File: src/rtl/fpga_cfg_pkg.sv
// Shared configuration for the Sobol path-generation pipeline: common widths,
// the dimension count, and the index sequencer's state encoding.
package fpga_cfg_pkg;

    localparam int FP_WIDTH = 32;
    localparam int SOBOL_M  = 50;

    typedef enum logic [1:0] {
        IDLE = 2'd0,
        RUN  = 2'd1,
        FIN  = 2'd2
    } seq_state_t;

    // Width of a dimension counter; a single-dimension run still needs one bit.
    function automatic int dim_w(input int m);
        return (m > 1) ? $clog2(m) : 1;
    endfunction

endpackage

File: src/rtl/sobol_idx_seq.sv
// Emits (path index, dimension) pairs for every path owned by this lane,
// dimension innermost, feeding the Sobol stage's idx/dim inputs.
module sobol_idx_seq
    import fpga_cfg_pkg::*;
#(
    parameter int WIDTH     = FP_WIDTH,
    parameter int M         = SOBOL_M,
    parameter int NUM_LANES = 1,
    parameter int LANE_ID   = 0,
    parameter int SKIP_ZERO = 1,
    localparam int DW       = dim_w(M)
) (
    input  logic             clk,
    input  logic             rst,
    input  logic             start,
    input  logic [WIDTH-1:0] cfg_num_paths,
    output logic             busy,
    output logic             done,
    output logic             cfg_err,
    output logic             valid_out,
    input  logic             ready_in,
    output logic [WIDTH-1:0] idx_out,
    output logic [DW-1:0]    dim_out,
    output logic             last_dim_out,
    output logic             last_out,
    output seq_state_t       state_dbg
);

    // Handshake: a pair transfers on every rising edge where valid_out && ready_in;
    // while valid_out is high and ready_in low, every pair output is held.

    seq_state_t       state_q, state_d;
    logic [WIDTH-1:0] n_q;
    logic [WIDTH:0]   g_q;
    logic [WIDTH:0]   g_inc;
    logic [WIDTH:0]   n_ext;
    logic [WIDTH:0]   cfg_ext;
    logic [WIDTH:0]   cfg_sum;
    logic             cfg_ovf;
    logic             cfg_empty;
    logic             first_last;
    logic             fire;
    logic             dim_end;
    logic [DW-1:0]    dim_inc;

    assign n_ext      = {1'b0, n_q};
    assign cfg_ext    = {1'b0, cfg_num_paths};
    assign cfg_sum    = cfg_ext + (WIDTH+1)'(SKIP_ZERO);
    assign cfg_ovf    = cfg_sum[WIDTH];
    assign cfg_empty  = (WIDTH+1)'(LANE_ID) >= cfg_ext;
    assign first_last = (M == 1) && ((WIDTH+1)'(LANE_ID + NUM_LANES) >= cfg_ext);
    assign g_inc      = g_q + (WIDTH+1)'(NUM_LANES);
    assign fire       = valid_out && ready_in;
    assign dim_end    = dim_out == DW'(M - 1);
    assign dim_inc    = dim_out + DW'(1);
    assign state_dbg  = state_q;

    always_comb begin
        state_d = state_q;
        case (state_q)
            IDLE: if (start) state_d = (cfg_ovf || cfg_empty) ? FIN : RUN;
            RUN:  if (fire && last_out) state_d = FIN;
            FIN:  if (done) state_d = IDLE;
            default: state_d = IDLE;
        endcase
    end

    always_ff @(posedge clk) begin
        if (rst) begin
            state_q      <= IDLE;
            n_q          <= '0;
            g_q          <= '0;
            busy         <= 1'b0;
            done         <= 1'b0;
            cfg_err      <= 1'b0;
            valid_out    <= 1'b0;
            idx_out      <= '0;
            dim_out      <= '0;
            last_dim_out <= 1'b0;
            last_out     <= 1'b0;
        end else begin
            state_q <= state_d;
            case (state_q)
                IDLE: begin
                    done <= 1'b0;
                    if (start) begin
                        n_q          <= cfg_num_paths;
                        cfg_err      <= cfg_ovf;
                        busy         <= 1'b1;
                        g_q          <= (WIDTH+1)'(LANE_ID);
                        idx_out      <= WIDTH'(LANE_ID + SKIP_ZERO);
                        dim_out      <= '0;
                        last_dim_out <= (M == 1);
                        last_out     <= first_last;
                        valid_out    <= !(cfg_ovf || cfg_empty);
                    end
                end
                RUN: begin
                    if (fire) begin
                        if (last_out) begin
                            valid_out    <= 1'b0;
                            last_dim_out <= 1'b0;
                            last_out     <= 1'b0;
                            busy         <= 1'b0;
                            done         <= 1'b1;
                        end else if (!dim_end) begin
                            dim_out      <= dim_inc;
                            last_dim_out <= dim_inc == DW'(M - 1);
                            last_out     <= (dim_inc == DW'(M - 1)) && (g_inc >= n_ext);
                        end else begin
                            // Next path of this lane: running adders, no multiply.
                            dim_out      <= '0;
                            g_q          <= g_inc;
                            idx_out      <= idx_out + WIDTH'(NUM_LANES);
                            last_dim_out <= (M == 1);
                            last_out     <= (M == 1) && ((g_inc + (WIDTH+1)'(NUM_LANES)) >= n_ext);
                        end
                    end
                end
                FIN: begin
                    // Entered without pairs: spend one cycle before the done pulse.
                    if (!done) begin
                        done <= 1'b1;
                        busy <= 1'b0;
                    end else begin
                        done <= 1'b0;
                    end
                end
                default: ;
            endcase
        end
    end

endmodule

File: config.mk
export PLATFORM = sky130hd
export DESIGN_NAME = sobol_idx_seq
export DESIGN_NICKNAME = d
export VERILOG_FILES = /design/src/rtl/fpga_cfg_pkg.sv /design/src/rtl/sobol_idx_seq.sv
export SDC_FILE = /design/constraint.sdc
export NUM_CORES = 1
export LEC_CHECK = 0
export BUFFER_PORTS_ARGS = -buffer_cell sky130_fd_sc_hd__buf_4
export CAP_MARGIN = 10
export CORE_MARGIN = 3
export CORE_UTILIZATION = 40
export DETAILED_ROUTE_END_ITERATION = 16
export GPL_TIMING_DRIVEN = 0
export PLACE_DENSITY_LB_ADDON = 0.25
export SLEW_MARGIN = 20
export SYNTH_ARGS = -nofsm -noshare
export SYNTH_HDL_FRONTEND = slang
export SYNTH_SLANG_ARGS = --single-unit
File: constraint.sdc
create_clock -name clk -period 3.28 [get_ports clk]
set_input_delay 0.164 -clock clk [delete_from_list [all_inputs] [get_ports clk]]
set_output_delay 0.164 -clock clk [all_outputs]
set_load 0.03 [all_outputs]
After elaboration in Yosys (flattened, before gate mapping)
Index checks and enable logic that the tools add are counted.

Word-level logic and storage cells: 85. Latch bits: 0. Input port bits: 36. Output and inout port bits: 46. Memories: 0. RAM bits: 0. ROM bits: 0. Register bits: 111.

Multiplexer cells: 40. Magnitude comparators: 2. Div/mod/pow operators: 0. Equal/unequal tests: 12. Add/subtract/negate cells: 4. $mul: 0. Bitwise logic cells: 0. Reductions and logical operators: 16. Shifts and indexed selects: 0.

Operator list (number): $mux W33 (4); $mux W32 (4); $pmux W33 S2 (1); $pmux W32 S2 (1); $add A32 B1 Y33 const B (1); $add A33 B1 Y33 const B (1); $ge A33 B32 Y1 (1); $add A32 B1 Y32 const B (1); $ge A1 B32 Y1 const A (1); $mux W6 (4); $ne A2 B2 Y1 const B (8); $mux W1 (15); $eq A6 B6 Y1 const B (2); $pmux W6 S2 (1); $reduce_and A5 Y1 (2); $reduce_and A3 Y1 (3); $mux W2 (4); $reduce_and A4 Y1 (2); $add A6 B1 Y6 const B (1); $pmux W1 S2 (3); $pmux W1 S3 (2); $pmux W2 S3 (1); $logic_and A1 B1 Y1 (3); $reduce_bool A3 Y1 (1); 7 further kinds (7).

Logic depth before layout (Yosys ltp)
Depth after elaboration: 7. Mapped depth: 13. Mapped depth without buffers: 13.

Worst setup path after synthesis
No wires, ideal clock.

Kind: register to register. From: register g_q[0]. To: register last_out. Path buffers: 0. Required time: 3.154 ns. Period minus slack after synthesis: 2.925 ns. Arrival time: 2.800 ns. Cell stages (with the launch flop): 12. Setup time: 0.126 ns. Path slack: 0.355 ns. Cell sequence: dfxtp_1 -> ha_1 -> inv_1 -> or4_1 -> nor3_1 -> xor2_1 -> ha_1 -> and4_1 -> a221oi_1 -> o221ai_1 -> o21ai_0 -> a31oi_1.

Longest elaborated chain between the ends: 7.

Ends and longest elaborated chain: start, declared (line sobol_idx_seq.sv:34) `logic [WIDTH:0] g_q;`; start signal, assigned (line sobol_idx_seq.sv:90) `g_q <= (WIDTH+1)'(LANE_ID);`; start signal, assigned (line sobol_idx_seq.sv:113) `g_q <= g_inc;`; $add A33 B1 Y33 (line sobol_idx_seq.sv:52) `assign g_inc = g_q + (WIDTH+1)'(NUM_LANES);`; $ge A33 B32 Y1 (line sobol_idx_seq.sv:109) `last_out <= (dim_inc == DW'(M - 1)) && (g_inc >= n_ext);`; $logic_and A1 B1 Y1 (line sobol_idx_seq.sv:109); $mux W1 (line sobol_idx_seq.sv:106) `end else if (!dim_end) begin`; $mux W1 (line sobol_idx_seq.sv:100) `if (last_out) begin`; $mux W1 (line sobol_idx_seq.sv:99) `if (fire) begin`; $pmux W1 S2 (line sobol_idx_seq.sv:83) `case (state_q)`; end signal, assigned (line sobol_idx_seq.sv:94) `last_out <= first_last;`; end signal, assigned (line sobol_idx_seq.sv:109); end signal, assigned (line sobol_idx_seq.sv:116) `last_out <= (M == 1) && ((g_inc + (WIDTH+1)'(NUM_LANES)) >= n_ext);`; end, declared (line sobol_idx_seq.sv:25) `output logic last_out,`.

Every way passes these cells. The select of a mux whose other input is x is not followed. A chain may end at the register's enable or synchronous reset.

Worst setup path in the final report
From: register g_q[10]. To: register last_out.

The elaborated chain is that of the path after synthesis.

==> metrics.csv <==
metric,value,unit
antenna_cells,0,
cts_buffers,9,
die_y,131,um
ys_async_sr_fraction,0,%
post_drt_wl_per_cell,16.0,um
max_freq,0.319,GHz
antenna_found_initial,0,
switchingPower,0.00149,W
maxSlewHeadroom,44.2,%
ant_nets,0,
tns,0,ns
status,finished clean,
syn_avg_cell_area,7.76,um2
clock_latency,0.36,ns
synth_largest_area_cell,dfxtp_1,
power_frac_comb,32.4,%
place_inst,1066,
ys_seq_area_share,35.7,%
core_area,0.0149,mm2
globalplace.congestion,0.915,
nets,975,
setup_viol_count_final,0,
netlist_instances,802,
hpwl,13.1,mm
ys_types,52,
utilization,50.2,%
highest_layer,met4,
ys_seq_elements,111,
n_fill_cell,1479,
stdcell_count,1087,
power_density,516,mW/mm2
netlist_area,0.00622,mm2
drtPass1Iterations,5,
place_area,0.00705,mm2
htreeDepth,3,
worst_pin_slew,0.833,ns
initial_core_util,41.9,%
grt_max_degree,21,
drc_errors,0,
final_area,0.00747,mm2
cts.sinks,111,
critPathMaxFanout,5,
fin_crit,3.14,ns
finalHoldViolations,0,
cp-end-kind,flop,
cts_hold_buf,0,
seqPwrFrac,39.4,%
grt_first_pass_wirelength,28.3,mm
clkPwrFrac,28.3,%
cts_tree,built,
synth_top_cell_area_share,35.7,%
swShare,38.7,%
fin_skew,0.00956,ns
routed_wl,17.4,mm
synth_edf_count,0,
ioPinCount,82,
cp.arrival,3.36,ns
post-route-period-util,95.6,%
drive_above_1_share,15.0,%
syn_nets,879,
via_per_inst,5.47,
cts_buffer_depth,2,
ys.warnings.count,0,
required,3.50,ns
dieArea,0.0171,mm2
grt_usage,20.9,%
cp-start-kind,flop,
met3WireLength,920,um
synth_area_leaders,"dfxtp_1 36%, ha_1 8.2%, nand2_1 7.8%",
vias,5943,
wl_met1,8.31,mm
crit_type,reg2reg,
cts_root_buffer,clkbuf_16,
grt_pass1_vias,5585,
synthFlopType,dfxtp_1,
port_buffers,80,
max_cap_violations,0,
rows,44,
met2_length,7.70,mm
rsz0062_at_grt,no,
clk_pin_slew,0.07,ns
p_int,0.00236,W
hp-class,in2reg,
p_leak,2.95,nW
die_w,131,um
grt_overflow,0,
area_delta_synth_final,20.0,%
vdd.ir_drop.worst,392,uV
drt_iter0_markers,407,
drv_slew,0,
-- stage by stage --
stage / power, W / hold WS [ns] / setup slack, ns
5_1_grt: 0.00408 / 0.0663 / 0.000726
3_5_place_dp: 0.00278 / 0.437 / -0.338
6_report: 0.00385 / 0.0648 / 0.145
4_1_cts: 0.00387 / 0.0562 / 0.0564
2_1_floorplan: 0.00236 / 0.300 / 0.355
3_3_place_gp: 0.00278 / 0.434 / -0.400
-- final cells by class --
cell class | instances | area, um2 | share of cell area, %
Buffer | 33 | 131 | 1.76
Clock buffer | 9 | 225 | 3.02
Clock inverter | 7 | 62.6 | 0.838
Inverter | 43 | 161 | 2.16
Multi-Input combinational cell | 614 | 3780 | 50.6
Sequential cell | 111 | 2240 | 29.9
Tap cell | 184 | 230 | 3.08
Timing Repair Buffer | 86 | 646 | 8.64
-- state kept, by name, summed over array words and instances (netlist names), 2 cells and up --
register	count
dim_out	6
g_q	33
idx_out	32
n_q	32
state_dbg	2
-- power by group through the flow --
stage | clock (W) | sequential, W | combinational, W
6_report | 0.00109 | 0.00152 | 0.00125
3_5_place_dp | 0 | 0.00155 | 0.00124
3_3_place_gp | 0 | 0.00154 | 0.00123
4_1_cts | 0.00111 | 0.00152 | 0.00124
2_1_floorplan | 0 | 0.00159 | 0.000779
5_1_grt | 0.00115 | 0.00153 | 0.00140
-- Yosys cell counts, drive strengths merged (2+ instances only) --
cell type	number
a211oi	5
a21o	15
a21oi	93
a22oi	10
a31oi	9
and2	5
and3	10
and4	6
buf	4
clkbuf	30
dfxtp	111
ha	41
inv	43
nand2	130
nand2b	4
nand3	36
nand3b	5
nand4	33
nand4b	2
nor2	68
nor3	26
nor4	12
nor4b	2
o21ai	22
or3	13
xnor2	30
xor2	24
-- what timing repair did --
action | in CTS | in global routing
pin swaps | 3 | 7
resized for setup | 7 | 18
buffers inserted | 3 | 3
endpoints found under the hold margin | 0 | 0
endpoints found under the setup margin | 1 | 1
-- cell usage in the layout (no fill, tap or decap), types with 3 or more instances in the layout --
master and n:
a211oi_1 5, a21o_1 14, a21oi_1 93, a22oi_1 10, a31oi_1 8, and2_1 5, and3_1 10, and4_1 5
buf_2 3, buf_4 87, clkbuf_1 29, clkbuf_16 9, clkinv_4 3, dfxtp_1 102, dfxtp_2 8, ha_1 40
inv_1 43, nand2_1 130, nand2b_1 4, nand3_1 34, nand3b_1 4, nand4_1 32, nor2_1 68, nor3_1 22
nor4_1 10, o21ai_0 19, or3_1 13, xnor2_1 30, xor2_1 24
-- cells by family (layout without fill, tap and decap cells) --
family / after synthesis / after routing / synth area share, %
AO/OA/AOI/OAI: 161 / 161 / 14.9
AND/OR/NAND/NOR: 357 / 357 / 28.6
adder cells (fa/ha/maj): 41 / 41 / 8.24
multiplexers: 1 / 1 / 0.161
flip-flops: 111 / 111 / 35.7
buffers and inverters: 77 / 178 / 4.76
XOR/XNOR: 54 / 54 / 7.60
-- critical path: stages, from the launching register on --
cell	delay, ns
dfxtp_1	0.41
nand4_1	0.11
buf_4	0.17
buf_4	0.14
nor4_4	0.33
buf_4	0.18
nand2b_1	0.10
xnor2_1	0.15
ha_1	0.29
a21oi_1	0.14
o21ai_1	0.10
a221oi_2	0.38
o221ai_1	0.18
o21ai_1	0.19
a31oi_2	0.13
-- final timing paths --
check,startpoint,endpoint,slack (ns),cells past startpoint
setup / recovery,g_q[10],last_out,0.14,14
hold / removal,cfg_num_paths[0],n_q[0],0.06,3
setup reg to reg,g_q[10],last_out,0.14,14
hold reg to reg,n_q[25],n_q[25],0.46,2
-- routing by layer --
metal / vias to the layer above / track usage (%)
met5: - / 0
met1: 2750 / 30.4
li1: 2993 / -
met4: 0 / 7.50
met3: 32 / 2.36
met2: 168 / 32.2
No activity file was read; power rests on OpenSTA's default activity.
